## src/rtl/project2_nios2_dct_packer.sv

```systemverilog
// Packs 2-bit DCT trace symbols into 30-bit words for the OCI test-bench trace sink.
// Also drives the test_ending / test_has_ended handshake with that sink.
module project2_nios2_dct_packer #(
    parameter int SYM_W = 2,
    parameter int DEPTH = 15,
    parameter int BUF_W = 30,
    parameter int CNT_W = 4
) (
    input  logic             clk,
    input  logic             reset,
    input  logic             sym_valid,
    input  logic [SYM_W-1:0] sym_data,
    output logic             sym_ready,
    input  logic             flush,
    input  logic             end_req,
    output logic [BUF_W-1:0] dct_buffer,
    output logic [CNT_W-1:0] dct_count,
    output logic             dct_valid,
    input  logic             out_ready,
    output logic             test_ending,
    output logic             test_has_ended
);

    localparam logic [CNT_W-1:0] FULL = CNT_W'(DEPTH);

    logic [BUF_W-1:0] acc_q, acc_d;
    logic [CNT_W-1:0] acc_cnt_q, acc_cnt_d;
    logic             flush_pend_q, flush_pend_d;
    logic             ending_q, ending_d;
    logic             ended_q, ended_d;
    logic [BUF_W-1:0] buf_q, buf_d;
    logic [CNT_W-1:0] cnt_q, cnt_d;
    logic             vld_q, vld_d;

    logic accept, slot_free, transfer;

    // Stale symbols above the fill level never reach the sink.
    function automatic logic [BUF_W-1:0] mask_acc(input logic [BUF_W-1:0] a,
                                                  input logic [CNT_W-1:0] n);
        logic [BUF_W-1:0] m;
        m = '0;
        for (int k = 0; k < DEPTH; k++) begin
            if (k < int'(n)) m[SYM_W*k +: SYM_W] = a[SYM_W*k +: SYM_W];
        end
        return m;
    endfunction

    assign sym_ready = !reset && (acc_cnt_q < FULL) && !flush_pend_q && !ending_q;
    assign accept    = sym_valid && sym_ready;
    assign slot_free = !vld_q || out_ready;
    assign transfer  = slot_free && ((acc_cnt_q == FULL) || (flush_pend_q && acc_cnt_q != '0));

    always_comb begin
        acc_d        = acc_q;
        acc_cnt_d    = acc_cnt_q;
        flush_pend_d = flush_pend_q;
        ending_d     = ending_q;
        ended_d      = ended_q;
        buf_d        = buf_q;
        cnt_d        = cnt_q;
        vld_d        = vld_q;

        if (accept) begin
            acc_d[SYM_W*int'(acc_cnt_q) +: SYM_W] = sym_data;
            acc_cnt_d = acc_cnt_q + CNT_W'(1);
        end

        if (transfer) begin
            buf_d     = mask_acc(acc_q, acc_cnt_q);
            cnt_d     = acc_cnt_q;
            vld_d     = 1'b1;
            acc_cnt_d = '0;
        end else if (vld_q && out_ready) begin
            vld_d = 1'b0;
        end

        // An empty flush has nothing to emit and simply retires.
        if (flush_pend_q && (transfer || acc_cnt_q == '0)) flush_pend_d = 1'b0;

        if (!ending_q && !flush_pend_q && (flush || end_req)) flush_pend_d = 1'b1;
        if (!ending_q && end_req) ending_d = 1'b1;

        if (ending_q && acc_cnt_q == '0 && !flush_pend_q && slot_free) ended_d = 1'b1;
    end

    always_ff @(posedge clk) begin
        if (reset) begin
            acc_q        <= '0;
            acc_cnt_q    <= '0;
            flush_pend_q <= 1'b0;
            ending_q     <= 1'b0;
            ended_q      <= 1'b0;
            buf_q        <= '0;
            cnt_q        <= '0;
            vld_q        <= 1'b0;
        end else begin
            acc_q        <= acc_d;
            acc_cnt_q    <= acc_cnt_d;
            flush_pend_q <= flush_pend_d;
            ending_q     <= ending_d;
            ended_q      <= ended_d;
            buf_q        <= buf_d;
            cnt_q        <= cnt_d;
            vld_q        <= vld_d;
        end
    end

    assign dct_buffer     = buf_q;
    assign dct_count      = cnt_q;
    assign dct_valid      = vld_q;
    assign test_ending    = ending_q;
    assign test_has_ended = ended_q;

endmodule

```

## config.mk

```make
export PLATFORM = sky130hd
export DESIGN_NAME = project2_nios2_dct_packer
export DESIGN_NICKNAME = d
export VERILOG_FILES = /design/src/rtl/project2_nios2_dct_packer.sv
export SDC_FILE = /design/constraint.sdc
export NUM_CORES = 1
export LEC_CHECK = 0
export CAP_MARGIN = 40
export CORE_ASPECT_RATIO = 0.5
export CORE_UTILIZATION = 48
export CTS_BUF_LIST = sky130_fd_sc_hd__clkbuf_8 sky130_fd_sc_hd__clkbuf_16
export DETAILED_ROUTE_END_ITERATION = 10
export PLACE_DENSITY = 0.75
export SLEW_MARGIN = 20
export SYNTH_ARGS = -nofsm -noshare
export SYNTH_HDL_FRONTEND = slang
export SYNTH_SLANG_ARGS = --single-unit
```

## constraint.sdc

```tcl
create_clock -name clk -period 1.9 [get_ports clk]
set_input_delay 0.19 -clock clk [delete_from_list [all_inputs] [get_ports clk]]
set_output_delay 0.19 -clock clk [all_outputs]
set_load 0.1 [all_outputs]
```

; ---- After elaboration in Yosys (flattened, before gate mapping)
; Index checks and enable logic that the tools add are counted.
[totals]
output_inout_bits = 38
latchBits = 0
mem_bits_ro = 0
ff_bits = 72
mem_count = 0
word_cells = 76
ram_bits = 0
input_bits = 8
[classes]
n_eq_ne = 1
shifts = 2
mux = 20
n_addsub = 2
reduce_logical = 27
n_bitwise = 0
magnitude_cmp = 16
multipliers = 0
div = 0
[op_table]
columns = op, count
row1 = negator 5 -> 33 bit, 1
row2 = "variable shift 2 x 33 -> 30 bit, first input constant", 1
row3 = indexed part select 2 x 33 -> 30 bit, 1
row4 = bitwise mux 30 bit, 1
row5 = two-way mux 2 bit, 15
row6 = "< comparator 4 bit, first input constant", 7
row7 = "< comparator 3 x 4 -> 1 bit, first input constant", 4
row8 = logical AND 1 bit, 14
row9 = "< comparator 1 x 4 -> 1 bit, first input constant", 2
row10 = "< comparator 2 x 4 -> 1 bit, first input constant", 2
row11 = "adder 4 x 1 -> 4 bit, second input constant", 1
row12 = "== test 4 bit, second input constant", 1
row13 = zero test 1 bit, 4
row14 = zero test 4 bit, 1
row15 = logical OR 1 bit, 4
row16 = "< comparator 4 bit, second input constant", 1
row17 = two-way mux 1 bit, 4
row18 = nonzero test 2 bit, 2
row19 = nonzero test 4 bit, 1
row20 = OR reduction 2 bit, 1

; ---- Depth between registers and ports, before layout
; Gate-level depths: netlist of the first run.
[logic_depth]
word_depth = 8
depth_mapped = 9
ltp_nobuf = 6

; ---- Least setup slack after synthesis of the first run
; OpenSTA, ideal clock, no wires.
[synth_path]
path_type = register -> output
startpoint = reg ending_q, in the netlist test_ending
endpoint = out sym_ready
path_stages_with_launch = 3
setup_slack_ps = -195
required_time_ps = 1710
n_path_buf = 0
t_arrival_ps = 1905
cell_sequence = dfxtp_1 nor3_1 and2_1
[synth_via]
elab_chain_len = 2
[synth_rtl]
columns = element, line
row1 = start: declaration, 29  ; logic ending_q, ending_d;
row2 = start signal: assignment, 100  ; ending_q <= ending_d;
row3 = zero test 1 bit, 48  ; assign sym_ready = !reset && (acc_cnt_q < FULL) && !flush_pend_q && !ending_q;
row4 = logical AND 1 bit, 48
row5 = end: declaration, 13  ; output logic sym_ready,
; No other way between the ends.

; ---- Worst setup path after layout of the first run
[layout_path]
startpoint = reg acc_cnt_q[0]
endpoint = out sym_ready
[layout_via]
elab_chain_len = 4
[layout_rtl]
columns = element, line
row1 = start: declaration, 27  ; logic [CNT_W-1:0] acc_cnt_q, acc_cnt_d;
row2 = start signal: assignment, 98  ; acc_cnt_q <= acc_cnt_d;
row3 = < comparator 4 bit, 48
row4 = logical AND 1 bit (3 in series), 48
; No other way between the ends.

==> results.md, run 1 <==
Critical path:
- At the worst endpoint, the required time is 1710 ps.
- The kind of start point of the critical path is a flip-flop.
- Along the worst path, the maximum fanout reaches 7.
- The most critical setup path has its startpoint at acc_cnt_q[0].
- The worst setup path is captured at an output port.
- The worst path arrival time is ~1700 ps.
- The startpoint identified for the worst register-to-register timing path is acc_cnt_q[0].
- The critical path is of the reg2out type.

Cells and area:
- From synthesis to final layout, the design area changed by 40.9%.
- The number of diodes added for antenna fixing is 0.
- For this run, the share of the core covered by cells in the final layout is 0.704.
- At the end of the flow, the number of nets in the layout was ~380.
- The proportion of layout cells with a drive suffix above 1 is 0.354.
- After routing the design area is 0.00428 sq mm.
- The number of standard cells in the layout, taps in and fillers out is around 460.

STA:
- The worst hold slack across all endpoints is ~440 ps.
- The minimum period implied by the final worst setup slack is 1860 ps.
- The upper clock frequency limit is between 0.5 and 0.6 GHz.
- In the finished design, the share of the clock period the worst path needs comes to 0.980.
- At the pin with the least slew margin, the transition time is 558 ps.
- Setup repair after global routing could not meet its margin everywhere.
- The max-slew violation count is 0.
- Across the routed clock network, the largest skew measured is 5.72 ps.
- The number of hold-slack violations in the final timing report was 0.
- Setup total negative slack on the finished layout was measured at 0 ps.
- The worst max-slew margin expressed relative to the limit is 0.624.
- In the post-route analysis, the smallest setup slack over all paths is 37.1 ps.
- Setup violations remaining at the end of the flow were counted as 0.

Synth:
- The most repeated cell in the gate-level netlist after synthesis is sky130_fd_sc_hd__dfxtp_1.
- The cell taking the most area after synthesis is sky130_fd_sc_hd__dfxtp_1.
- The number of synthesis warnings is 0.
- When the netlist entered floorplanning its net count stood at 304.
- The combinational family with the most area after synthesis is simple AND/OR/NAND/NOR gates.
- After synthesis, the mean cell area works out to 10.4 sq um.
- Of the total synthesized cell area, the portion taken by XOR and XNOR cells is 0.0115.
- The post-synthesis sequential element count is 72.
- In the post-synthesis netlist, the biggest area contributors are sky130_fd_sc_hd__dfxtp_1, sky130_fd_sc_hd__mux2i_1, sky130_fd_sc_hd__nand2b_1, sky130_fd_sc_hd__a32o_1, sky130_fd_sc_hd__a22o_1.
- The primary flip-flop cell chosen by synthesis mapping is sky130_fd_sc_hd__dfxtp_1.
- The post-synthesis share of cell area spent on full adders, half adders and majority gates is 0.0206.
- The area fraction in compound gates after synthesis is 0.138.
- The share of Yosys cell area claimed by the top area cell type is 0.474.
- Yosys mapped a number of flops with a built-in enable equal to 0.
- Counting flops with an async set or reset pin after synthesis yields a share of 0.
- The commonest cells after synthesis are sky130_fd_sc_hd__dfxtp_1, sky130_fd_sc_hd__nand2b_1, sky130_fd_sc_hd__mux2i_1.
- For this run, the register share of the synthesized area comes to 0.474.
- In this run the cell area of the synthesized design comes to 0.00304 sq mm.
- Synthesis instantiated 42 different standard cells from the library.
- The number of instances in the synthesized netlist is 291.
- The fraction of the mapped netlist area in simple logic gates is 0.219.
- The multiplexer share of the synthesized area is 0.0988.

Route:
- The total wire length after detailed routing is roughly 8.6 mm.
- The remaining routing DRC violations is 1.
- The number of search-and-repair iterations in the first detailed-routing pass is 8.
- The count of vias placed by the detailed router is 2611.
- The number of nets with antenna violations after detailed routing is 0.
- The first routing iteration left 136 violations.
- The detail-routed via count per cell is 5.63.
- The average wire per standard cell is 18.5 um.

Die:
- The core area is slightly above 0.006 sq mm.
- The count of boundary I/O pins is 46.
- The total die area is 0.00667 sq mm.
- The count of standard-cell rows is 20.
- For this configuration, the core starts out at a cell density of 0.500.
- In this run the vertical extent of the chip is 58.3 um.
- From left edge to right edge, the die measures 115 um.

Clocking:
- The worst-skew pair later-pin latency is 330 ps.
- The H-tree depth reported by CTS is 3.
- No sink is reached through more buffers than the 2 on the longest clock path.
- Counting the buffers created by CTS gives 9.
- The number of clock sinks seen by CTS is between 70 and 80.
- TritonCTS built the clock tree.
- The root buffer selected by CTS is sky130_fd_sc_hd__clkbuf_16.
- The CTS clock-pin slew for the worst setup and hold paths is 60 ps.

GRT:
- The number of antenna violations at the first check in global routing is 0.
- Across every metal layer, demand over resource in global routing totals 0.275.
- The via count of the first global-routing pass is 2462.
- Global routing finished with a remaining overflow of 0.
- The largest net degree at the start of global routing is 27.
- The first-pass GRT wire length is around 13 mm.

Hold path:
- The min-delay analysis places its worst path in the category in2reg.
- The startpoint identified for the worst hold timing path is end_req.

Placed design:
- The cell area reported after detailed placement is 0.00377 sq mm.
- The congestion estimate from routability-driven global placement came to around 0.93.
- Including well taps, the total number of placed cells is 443.
- Buffers placed on the I/O ports in this run total 45.
- Before CTS, the worst setup slack after placement is -174 ps.
- The HPWL after detailed placement is between 6 and 7 mm.

Flow run:
- Max-cap violations in this run came to 0.

Status:
- The checks that failed: DRC.
- The run finished, with violations left.

Power and ir drop:
- The static power due to leakage is 1.77 nW.
- The peak supply drop is 461 uV.
- Dividing total power by cell area gives a power density of 887 mW/mm^2.
- The total chip power is 3.80 mW.
cell families after synthesis:
| kind of cell | count (synthesis) |
|---|---|
| DFF | 72 |
| buffers and inverters | 23 |
| AOI/OAI and AO/OA | 51 |
| xor gates and xnor gates | 4 |
| and+or+nand+nor | 106 |
| adders and majority gates | 5 |
| muxes | 30 |
metal layers:
| metal | vias up | GRT usage | wire (um) |
|---|---|---|---|
| met4 | 0 | 0.0724 | 104 |
| li1 | 1214 | - | - |
| met1 | 1279 | 0.368 | 3880 |
| met3 | 11 | 0.0847 | 647 |
| met2 | 107 | 0.435 | 3950 |
| met5 | - | 0 | 0 |
cell type report:
class                   count  area (sq um)
clock buffers              10           239
clock inverters             6           108
fillers                   442          1800
inverters                   5          18.8
multi-input cells         196          1630
flip-flops and latches     72          1450
well taps                  88           110
repair buffers             87           727
power by group:
part	internal (mW)	switching (mW)
registers	1.52	0.0101
logic	0.139	0.180
clock network	1.31	0.639
total	2.97	0.829
flip-flops by register name (all words and copies together), names as in the netlist:
signal,cells
dct_buffer,30
test_ending,1
dct_count,4
acc_cnt_q,4
acc_q,30
flush_pend_q,1
test_has_ended,1
dct_valid,1
worst paths after layout:
| path | to | slack (ps) | cells past startpoint |
|---|---|---|---|
| worst max-delay path | sym_ready | 40 | 6 |
| worst min-delay path | test_ending | 440 | 3 |
| worst max register to register | acc_q[11] | 40 | 7 |
| worst min register to register | test_has_ended | 450 | 2 |
worst max-delay path: stages (launching register included):
cell	delay, ps
sky130_fd_sc_hd__dfxtp_4	360
sky130_fd_sc_hd__ha_2	190
sky130_fd_sc_hd__buf_6	140
sky130_fd_sc_hd__nand3_4	120
sky130_fd_sc_hd__buf_4	180
sky130_fd_sc_hd__and2_2	190
sky130_fd_sc_hd__buf_12	160
cells in the final DEF (no fill, tap or decap), types with 4 or more instances in the layout:
master,Yosys,routed
sky130_fd_sc_hd__a22o_1,15,15
sky130_fd_sc_hd__nand4_1,5,5
sky130_fd_sc_hd__dfxtp_1,72,67
sky130_fd_sc_hd__nand3_1,7,5
sky130_fd_sc_hd__and2_1,7,6
sky130_fd_sc_hd__nand2b_1,32,32
sky130_fd_sc_hd__nor2_1,10,6
sky130_fd_sc_hd__nor3_1,7,4
sky130_fd_sc_hd__a32o_1,18,18
sky130_fd_sc_hd__a21oi_1,8,7
sky130_fd_sc_hd__clkbuf_16,0,9
sky130_fd_sc_hd__inv_1,5,6
sky130_fd_sc_hd__mux2i_1,30,30
sky130_fd_sc_hd__nor2b_1,7,4
sky130_fd_sc_hd__nand2_1,11,9
sky130_fd_sc_hd__buf_4,3,73
sky130_fd_sc_hd__clkdlybuf4s50_1,0,7
repair_timing:
action,4_1_cts,5_1_grt
buffers inserted,1,4
cloned,0,0
gates resized for setup,15,19
pin swaps,4,6
hold buffers,0,0
setup endpoints to repair,19,24
No activity file was read; power rests on OpenSTA's default activity.
==> inputs of run 2 (changes only) <==
- ABC_AREA: default -> 1
- CORE_UTILIZATION: 48 -> 55
- PLACE_DENSITY: 0.75 -> 0.8
- clock period: 1.9 -> 2.4 ns (I/O delays scaled with it)
==> run 2 against run 1 <==
Effect of this change:
- critical path type is now reg2reg
- the flow now finishes without violations
- utilization up 0.98 points
- sequential power down 20%
- final cell count up 25%
- wire length down 3.7%
- total power down 25%
- sequential cell count unchanged
- hold slack better by 5.2 ps
- synthesized area up 10%
- clock power down 32%
==> results.md, run 2 <==
Critical path:
- The delay of the slowest critical-path stage is 370 ps (was 360 ps).
- The kind of start point of the critical path is a flip-flop (unchanged).
- The dominant cell type by count on the critical path is sky130_fd_sc_hd__nand2_1.
- The standard cell with the maximum stage delay on the critical path is sky130_fd_sc_hd__dfxtp_1 (was sky130_fd_sc_hd__dfxtp_4).
- The worst path arrival time is 2370 ps (was 1670 ps).
- The type of the worst setup path is reg2reg (was reg2out).
- The critical path capture point type is a flip-flop (was output port).
- The biggest fanout along the worst timing path is 10 (was 7).
- Cells along the critical path: clkinv_1 > nand2_1 > nor2_1 > ha_1 > inv_1 > nand2_1 > nor2_2 > buf_4 > nand2_1 > o21ai_0 > nor2_1 (was ha_2 > buf_6 > nand3_4 > buf_4 > and2_2 > buf_12).
- The data required time of the critical path is 2630 ps (was 1710 ps).

Clocking:
- The number of buffers added for setup after CTS is 0 (was 1).
- The TritonCTS clock tree is yes (unchanged).
- The total of hold buffers inserted after clock tree synthesis is 0 (unchanged).
- The worst-skew pair later-pin latency came to 340 ps (was 330 ps).
- The CTS clock-pin slew for the worst setup and hold paths is 60 ps (about the same).
- The H-tree depth reported by CTS is 3 (unchanged).
- The number of clock sinks seen by CTS is 72 (unchanged).
- The root buffer selected by CTS is sky130_fd_sc_hd__clkbuf_16 (unchanged).
- The maximum root-to-sink buffer count was 2 (unchanged).
- The number of gates given a new drive strength after cts is 0 (was 15).
- The number of CTS-inserted buffers is 9 (unchanged).

Cells and area:
- Commonest non-fill, non-tap cells in the layout: sky130_fd_sc_hd__nand2_1, sky130_fd_sc_hd__nor2_1, sky130_fd_sc_hd__dfxtp_1, sky130_fd_sc_hd__nand3_1, sky130_fd_sc_hd__buf_4 (was sky130_fd_sc_hd__buf_4, sky130_fd_sc_hd__dfxtp_1, sky130_fd_sc_hd__nand2b_1, sky130_fd_sc_hd__mux2i_1, sky130_fd_sc_hd__a32o_1).
- The number of diodes added for antenna fixing is 0 (unchanged).
- The total number of nets in the final design came to 514 (was 384).
- The proportion of layout cells with a drive suffix above 1 is 0.208 (was 0.354).
- The synthesis-to-finish area growth is 21.0% (was 40.9%).
- The number of standard cells in the layout, taps in and fillers out was 579 (was 464).
- The commonest non-fill, non-tap cell in the layout is sky130_fd_sc_hd__nand2_1 (was sky130_fd_sc_hd__buf_4).

Synth:
- The area of the mapped netlist came to 0.00335 sq mm (was 0.00304 sq mm).
- The synthesized area per cell was 7.45 sq um (was 10.4 sq um).
- The number of distinct library cells after synthesis is 35 (was 42).
- The number of synthesis warnings was 0 (unchanged).
- The cell taking the most area after synthesis was sky130_fd_sc_hd__dfxtp_1 (unchanged).
- The sequential area share after synthesis was 0.430 (was 0.474).
- The most repeated cell in the gate-level netlist after synthesis is sky130_fd_sc_hd__nand2_1 (was sky130_fd_sc_hd__dfxtp_1).
- The net count after synthesis was 463 (was 304).
- The primary flip-flop cell chosen by synthesis mapping is sky130_fd_sc_hd__dfxtp_1 (unchanged).
- The share of Yosys cell area claimed by the top area cell type was 0.430 (was 0.474).
- Cells taking the most area after synthesis: sky130_fd_sc_hd__dfxtp_1, sky130_fd_sc_hd__nand2_1, sky130_fd_sc_hd__nor2_1, sky130_fd_sc_hd__nand3_1, sky130_fd_sc_hd__inv_1 (was sky130_fd_sc_hd__dfxtp_1, sky130_fd_sc_hd__mux2i_1, sky130_fd_sc_hd__nand2b_1, sky130_fd_sc_hd__a32o_1, sky130_fd_sc_hd__a22o_1).
- The number of instances in the synthesized netlist came to 450 (was 291).
- The post-synthesis async set-or-reset flop share is 0 (unchanged).
- Post-synth top cells: sky130_fd_sc_hd__nand2_1, sky130_fd_sc_hd__nor2_1, sky130_fd_sc_hd__dfxtp_1 (was sky130_fd_sc_hd__dfxtp_1, sky130_fd_sc_hd__nand2b_1, sky130_fd_sc_hd__mux2i_1).
- The number of enable-type register cells in the synthesized netlist is 0 (unchanged).
- The post-synthesis sequential element count is 72 (unchanged).

Die:
- The height of the chip is 57.2 um (was 58.3 um).
- The starting density of the core is 0.590 (was 0.500).
- The core area is 0.00568 sq mm (was 0.00608 sq mm).
- The count of standard-cell rows came to 19 (was 20).
- The total die area is 0.00643 sq mm (was 0.00667 sq mm).
- The count of boundary I/O pins came to 46 (unchanged).
- The die outline width is 112 um (was 115 um).

Status:
- Run status: completed (was complete, but fails checks).

GRT:
- The via count of the first global-routing pass is 2816 (was 2462).
- The most crowded layer after global routing is met1 (was met2).
- The total routing resource utilization after global routing was 0.286 (was 0.275).
- The met3 global-route usage came to 0.109 (was 0.0847).
- The met1 usage is 0.408 (was 0.368).
- The remaining global-route overflow is 0 (unchanged).
- The largest net degree at the start of global routing is 34 (was 27).
- The number of antenna violations at the first check in global routing is 0 (unchanged).
- The global routing met2 resource utilization came to 0.388 (was 0.435).
- The first-pass GRT wire length is 13.8 mm (was 13.1 mm).

Power and ir drop:
- The total chip power is 2.83 mW (was 3.80 mW).
- The power density over the cells is 698 mW/mm^2 (was 887 mW/mm^2).
- The static power due to leakage is 1.79 nW (was 1.77 nW).
- The peak supply drop is 612 uV (was 461 uV).

STA:
- The count of final setup violators came to 0 (unchanged).
- The post-route setup TNS is 0 ps (unchanged).
- The upper clock frequency limit is 0.467 GHz.
- The clock skew is 5.80 ps (was 5.72 ps).
- The transition time of the tightest slew-check pin was 523 ps (was 558 ps).
- The max-slew violation count is 0 (unchanged).
- The worst max-slew margin expressed relative to the limit is 0.647 (was 0.624).
- The number of hold-slack violations in the final timing report is 0 (unchanged).
- RSZ-0062 raised after global routing: no (was yes).
- The worst-case setup margin in the final layout is 257 ps (was 37.1 ps).
- The clock period could shrink to between 2000 and 2500 ps.
- In the finished design, the share of the clock period the worst path needs comes to 0.893.

Placed design:
- The count of buffers from port buffering is 45 (unchanged).
- The final RePlAce weighted congestion is 0.992 (was 0.933).
- The placed instance count came to 563 (was 443).
- The pre-CTS setup slack is 307 ps (was -174 ps).
- The HPWL after detailed placement was 6.20 mm (was 6.11 mm).

Route:
- The total wire length after detailed routing is 8.26 mm (was 8.58 mm).
- The number of DRC violations after detailed-routing iteration 0 is 288 (was 136).
- The average wire per standard cell was 14.3 um (was 18.5 um).
- The number of nets with antenna violations after detailed routing is 0 (unchanged).
- The number of search-and-repair iterations in the first detailed-routing pass came to 5 (was 8).
- The detail-routed via count per cell is 5.27 (was 5.63).
- The remaining routing DRC violations is 0 (was 1).
- The count of vias placed by the detailed router is 3053 (was 2611).

Flow run:
- The max-capacitance violation count came to 0 (unchanged).

Hold path:
- The classification of the worst-slack hold path is reg2reg (was in2reg).
[run 2: cell types whose count changed after synthesis, moves of 18 or more]
cell / previous run / this run
sky130_fd_sc_hd__a32o_1: 18 / 0
sky130_fd_sc_hd__inv_1: 5 / 29
sky130_fd_sc_hd__mux2i_1: 30 / 0
sky130_fd_sc_hd__nand2_1: 11 / 110
sky130_fd_sc_hd__nand2b_1: 32 / 0
sky130_fd_sc_hd__nand3_1: 7 / 46
sky130_fd_sc_hd__nor2_1: 10 / 79
[run 2: cells by family (layout without fill, tap and decap cells)]
| kind of cell | count (synthesis) | after routing | synth area share |
|---|---|---|---|
| compound gates | 35 | 35 | 0.0589 |
| fa+ha+maj | 5 | 5 | 0.0186 |
| buf+inv | 51 | 107 | 0.0809 |
| flops | 72 | 72 | 0.430 |
| simple gates | 287 | 287 | 0.412 |
[run 2: stage by stage]
stage                util  hold WS, ps  cell area [sq um]
finish              0.714          447               4060
global route        0.714          463               4060
detailed placement  0.662          437               3760
global placement    0.662          435               3760
CTS                 0.714          448               4060
floorplan               -          356               3360
[run 2: path summary, 6_finish.rpt]
path           startpoint        endpoint  slack [ps]  cells after the start
max          acc_cnt_q[1]       acc_q[18]         260                     11
min reg2reg     acc_q[16]  dct_buffer[16]         450                      2
max reg2reg  acc_cnt_q[1]       acc_q[18]         260                     11
min             acc_q[16]  dct_buffer[16]         450                      2
[run 2: where the power goes]
part / internal, mW / total, mW / switching [mW]
Sequential: 1.21 / 1.22 / 0.00970
Clock: 0.828 / 1.33 / 0.499
Combinational: 0.0795 / 0.291 / 0.212
Total: 2.11 / 2.83 / 0.720
[run 2: metal layers]
| layer | routed length [um] | up-vias | part of all wire |
|---|---|---|---|
| met5 | 0 | - | 0 |
| met4 | 133 | 0 | 0.016 |
| met3 | 745 | 14 | 0.090 |
| met2 | 3150 | 113 | 0.38 |
| met1 | 4230 | 1377 | 0.51 |
| li1 | - | 1549 | - |
[run 2: area by class of cell]
cell class / count / area (sq um)
clock inverters: 6 / 60.1
flip-flops and latches: 72 / 1440
well taps: 73 / 91.3
fillers: 490 / 1620
inverters: 37 / 146
repair buffers: 54 / 435
multi-input cells: 327 / 1640
clock buffers: 10 / 239
[run 2: worst max-delay path: cells and delay by family (launching register included)]
kind / cells / cell delay [ps]
compound gates: 1 / 180
buf+inv: 3 / 560
flops: 1 / 370
simple gates: 6 / 620
fa+ha+maj: 1 / 300
==> inputs of run 3 (changes only) <==
- CORE_ASPECT_RATIO: 0.5 -> default
- SKIP_LAST_GASP: default -> 1
==> run 3 against run 2 <==
Effect of this change:
- first-iteration DRC count shrank 22%
- combinational power is essentially flat
- worst setup slack lost 10 ps
- critical path depth shrank 6
- register-to-register slack gained 30 ps
- clock skew grew 2.0 ps
- hold slack gained 5.2 ps
- clock-buffer cell count grew 1
- total power shrank 12%
- critical path type is now reg2out
- largest cell class unchanged
==> results.md, run 3 (synthesized netlist as in run 2, its figures left out) <==
Flow run:
- The max-capacitance violation count is 0 (unchanged).

Route:
- The routed wire length on met2 was 3.79 mm (was 3.15 mm).
- The average wire per standard cell was 13.8 um (was 14.3 um).
- The uppermost metal layer occupied by signal nets is met4 (unchanged).
- The number of DRC violations after detailed-routing iteration 0 is 226 (was 288).
- The number of search-and-repair iterations in the first detailed-routing pass came to 4 (was 5).
- The detailed-routed wire length on met3 came to 391 um (was 745 um).
- The count of vias placed by the detailed router is 3061 (was 3053).
- The met1 wire length is 3.65 mm (was 4.23 mm).
- The number of nets with antenna violations after detailed routing is 0 (unchanged).
- The remaining routing DRC violations is 0 (unchanged).
- The detail-routed via count per cell is 5.23 (was 5.27).
- The total wire length after detailed routing is 8.06 mm (was 8.26 mm).

STA:
- The worst max-slew margin expressed relative to the limit is 0.666 (was 0.647).
- The count of final setup violators was 0 (unchanged).
- The transition time of the tightest slew-check pin is 496 ps (was 523 ps).
- The number of hold-slack violations in the final timing report came to 0 (unchanged).
- The period utilization came to 0.897 (was 0.893).
- The worst hold slack across all endpoints came to 452 ps (was 447 ps).
- The minimum period implied by the final worst setup slack is 2150 ps (was 2140 ps).
- The clock skew is 7.77 ps (was 5.80 ps).
- The upper clock frequency limit came to 0.465 GHz (was 0.467 GHz).
- The post-route setup TNS is 0 ps (unchanged).
- The max-slew violation count came to 0 (unchanged).
- RSZ-0062 raised after global routing: no (unchanged).

Cells and area:
- The number of diodes added for antenna fixing was 0 (unchanged).
- Commonest non-fill, non-tap cells in the layout: sky130_fd_sc_hd__nand2_1, sky130_fd_sc_hd__nor2_1, sky130_fd_sc_hd__dfxtp_1, sky130_fd_sc_hd__buf_4, sky130_fd_sc_hd__nand3_1 (was sky130_fd_sc_hd__nand2_1, sky130_fd_sc_hd__nor2_1, sky130_fd_sc_hd__dfxtp_1, sky130_fd_sc_hd__nand3_1, sky130_fd_sc_hd__buf_4).
- The core occupancy in the finished layout came to 0.679 (was 0.714).
- The total area of sequential cells is 0.00144 sq mm (unchanged).
- The commonest non-fill, non-tap cell in the layout was sky130_fd_sc_hd__nand2_1 (unchanged).
- The total number of nets in the final design is 518 (was 514).
- The filler cell count is 529 (was 490).
- The area of the multi-input gates is 0.00164 sq mm (unchanged).
- The proportion of layout cells with a drive suffix above 1 was 0.218 (was 0.208).
- The synthesis-to-finish area growth is 19.2% (was 21.0%).
- The number of standard cells in the layout, taps in and fillers out is 585 (was 579).

Clocking:
- The number of CTS-inserted buffers came to 9 (unchanged).
- The TritonCTS clock tree is yes (unchanged).
- The CTS clock-pin slew for the worst setup and hold paths is 70 ps (was 60 ps).
- The maximum root-to-sink buffer count was 2 (unchanged).
- The number of gates given a new drive strength after cts was 0 (unchanged).
- The number of buffers added for setup after CTS is 0 (unchanged).
- The number of clock sinks seen by CTS is 72 (unchanged).
- The H-tree depth reported by CTS is 3 (unchanged).
- The total of hold buffers inserted after clock tree synthesis was 0 (unchanged).
- The root buffer selected by CTS was sky130_fd_sc_hd__clkbuf_8 (was sky130_fd_sc_hd__clkbuf_16).
- The worst-skew pair later-pin latency is 360 ps (was 340 ps).

Hold path:
- The origin of the worst min-delay path is dct_buffer[25] (was acc_q[16]).
- The cell depth of the worst min-delay path came to 2 (unchanged).
- The classification of the worst-slack hold path is reg2reg (unchanged).
- The hold path endpoint is dct_buffer[25] (was dct_buffer[16]).

Critical path:
- The data required time of the critical path is 2160 ps (was 2630 ps).
- The start point of the critical path is acc_cnt_q[0] (was acc_cnt_q[1]).
- The endpoint of the lowest-slack register-to-register path was acc_q[23] (was acc_q[18]).
- The startpoint of the lowest-slack register-to-register path is acc_cnt_q[1] (unchanged).
- The critical path capture point type is an output port (was flip-flop).
- The type of the worst setup path is reg2out (was reg2reg).
- The worst setup slack for register-to-register paths is 290 ps (was 260 ps).
- Cells along the critical path: ha_1 > inv_1 > nor2_1 > nor2_2 > buf_12 (was clkinv_1 > nand2_1 > nor2_1 > ha_1 > inv_1 > nand2_1 > nor2_2 > buf_4 > nand2_1 > o21ai_0 > nor2_1).
- The biggest fanout along the worst timing path came to 7 (was 10).
- The delay of the slowest critical-path stage is 520 ps (was 370 ps).
- The length in cells of the worst reg-to-reg path came to 11 (unchanged).
- The standard cell with the maximum stage delay on the critical path is sky130_fd_sc_hd__dfxtp_1 (unchanged).
- The kind of start point of the critical path is a flip-flop (unchanged).
- The worst path arrival time is 1910 ps (was 2370 ps).

Die:
- The core area came to 0.00589 sq mm (was 0.00568 sq mm).
- The count of boundary I/O pins came to 46 (unchanged).
- The starting density of the core is 0.570 (was 0.590).
- The count of standard-cell rows is 28 (was 19).
- The total die area is 0.00642 sq mm (was 0.00643 sq mm).
- The die outline width is 80.1 um (was 112 um).
- The height of the chip was 80.1 um (was 57.2 um).

Placed design:
- The HPWL after detailed placement came to 6.10 mm (was 6.20 mm).
- The final RePlAce weighted congestion is 0.949 (was 0.992).
- The placed instance count is 569 (was 563).
- The count of buffers from port buffering is 45 (unchanged).

Power and ir drop:
- The total chip power is 2.49 mW (was 2.83 mW).
- The peak supply drop was 471 uV (was 612 uV).
- The static power due to leakage is 1.76 nW (was 1.79 nW).
- The power density over the cells is 624 mW/mm^2 (was 698 mW/mm^2).

GRT:
- The via count of the first global-routing pass was 2859 (was 2816).
- The largest net degree at the start of global routing was 34 (unchanged).
- The number of antenna violations at the first check in global routing came to 0 (unchanged).
- The remaining global-route overflow is 0 (unchanged).
- The total routing resource utilization after global routing is 0.277 (was 0.286).
- The first-pass GRT wire length is 13.2 mm (was 13.8 mm).

Status:
- Run status: completed (unchanged).
-- run 3: cell types whose count changed in the layout (fill, tap and decap cells not counted), sizes merged --
cell      delta
clkinvlp     +2
buf          +4
clkbuf       +1
inv          -3
-- run 3: how the worst max path moves through the flow --
stage / end / slack, ps / depth (start not counted)
6_report: sym_ready / 250 / 5
3_3_place_gp: acc_q[13] / 400 / 10
3_5_place_dp: acc_q[14] / 320 / 8
4_1_cts: sym_ready / 250 / 5
5_1_grt: acc_q[20] / 90 / 12
2_1_floorplan: acc_cnt_q[2] / 160 / 5
-- run 3: cell type report --
type | instances | area share
multi-input combinational | 327 | 0.411
sequential | 72 | 0.361
timing repair buffer | 58 | 0.116
clock inverter | 5 | 0.0138
clock buffer | 11 | 0.0379
inverter | 37 | 0.0366
tap | 75 | 0.0235
-- run 3: critical path: cells and delay by family, from the launching register on --
kind                     cells  cell delay (ps)
AND/OR/NAND/NOR              2              370
flip-flops                   1              520
buffers and inverters        2              330
adder cells (fa/ha/maj)      1              340
-- run 3: metrics by stage --
stage	area, sq um	worst slack (ps)
6_report	4000	247
5_1_grt	4000	88.0
4_1_cts	4000	252
3_5_place_dp	3790	317
3_3_place_gp	3790	401
2_1_floorplan	3360	163
-- run 3: where the power goes --
group	total, mW	internal, mW	switching (mW)
logic	0.294	0.0812	0.213
registers	1.21	1.20	0.00965
clock network	0.987	0.532	0.455
-- run 3: layer usage --
layer  GRT usage  vias up
met2       0.468       78
met5           0        -
met3      0.0511       16
met4       0.127        0
met1       0.342     1415
li1            -     1552
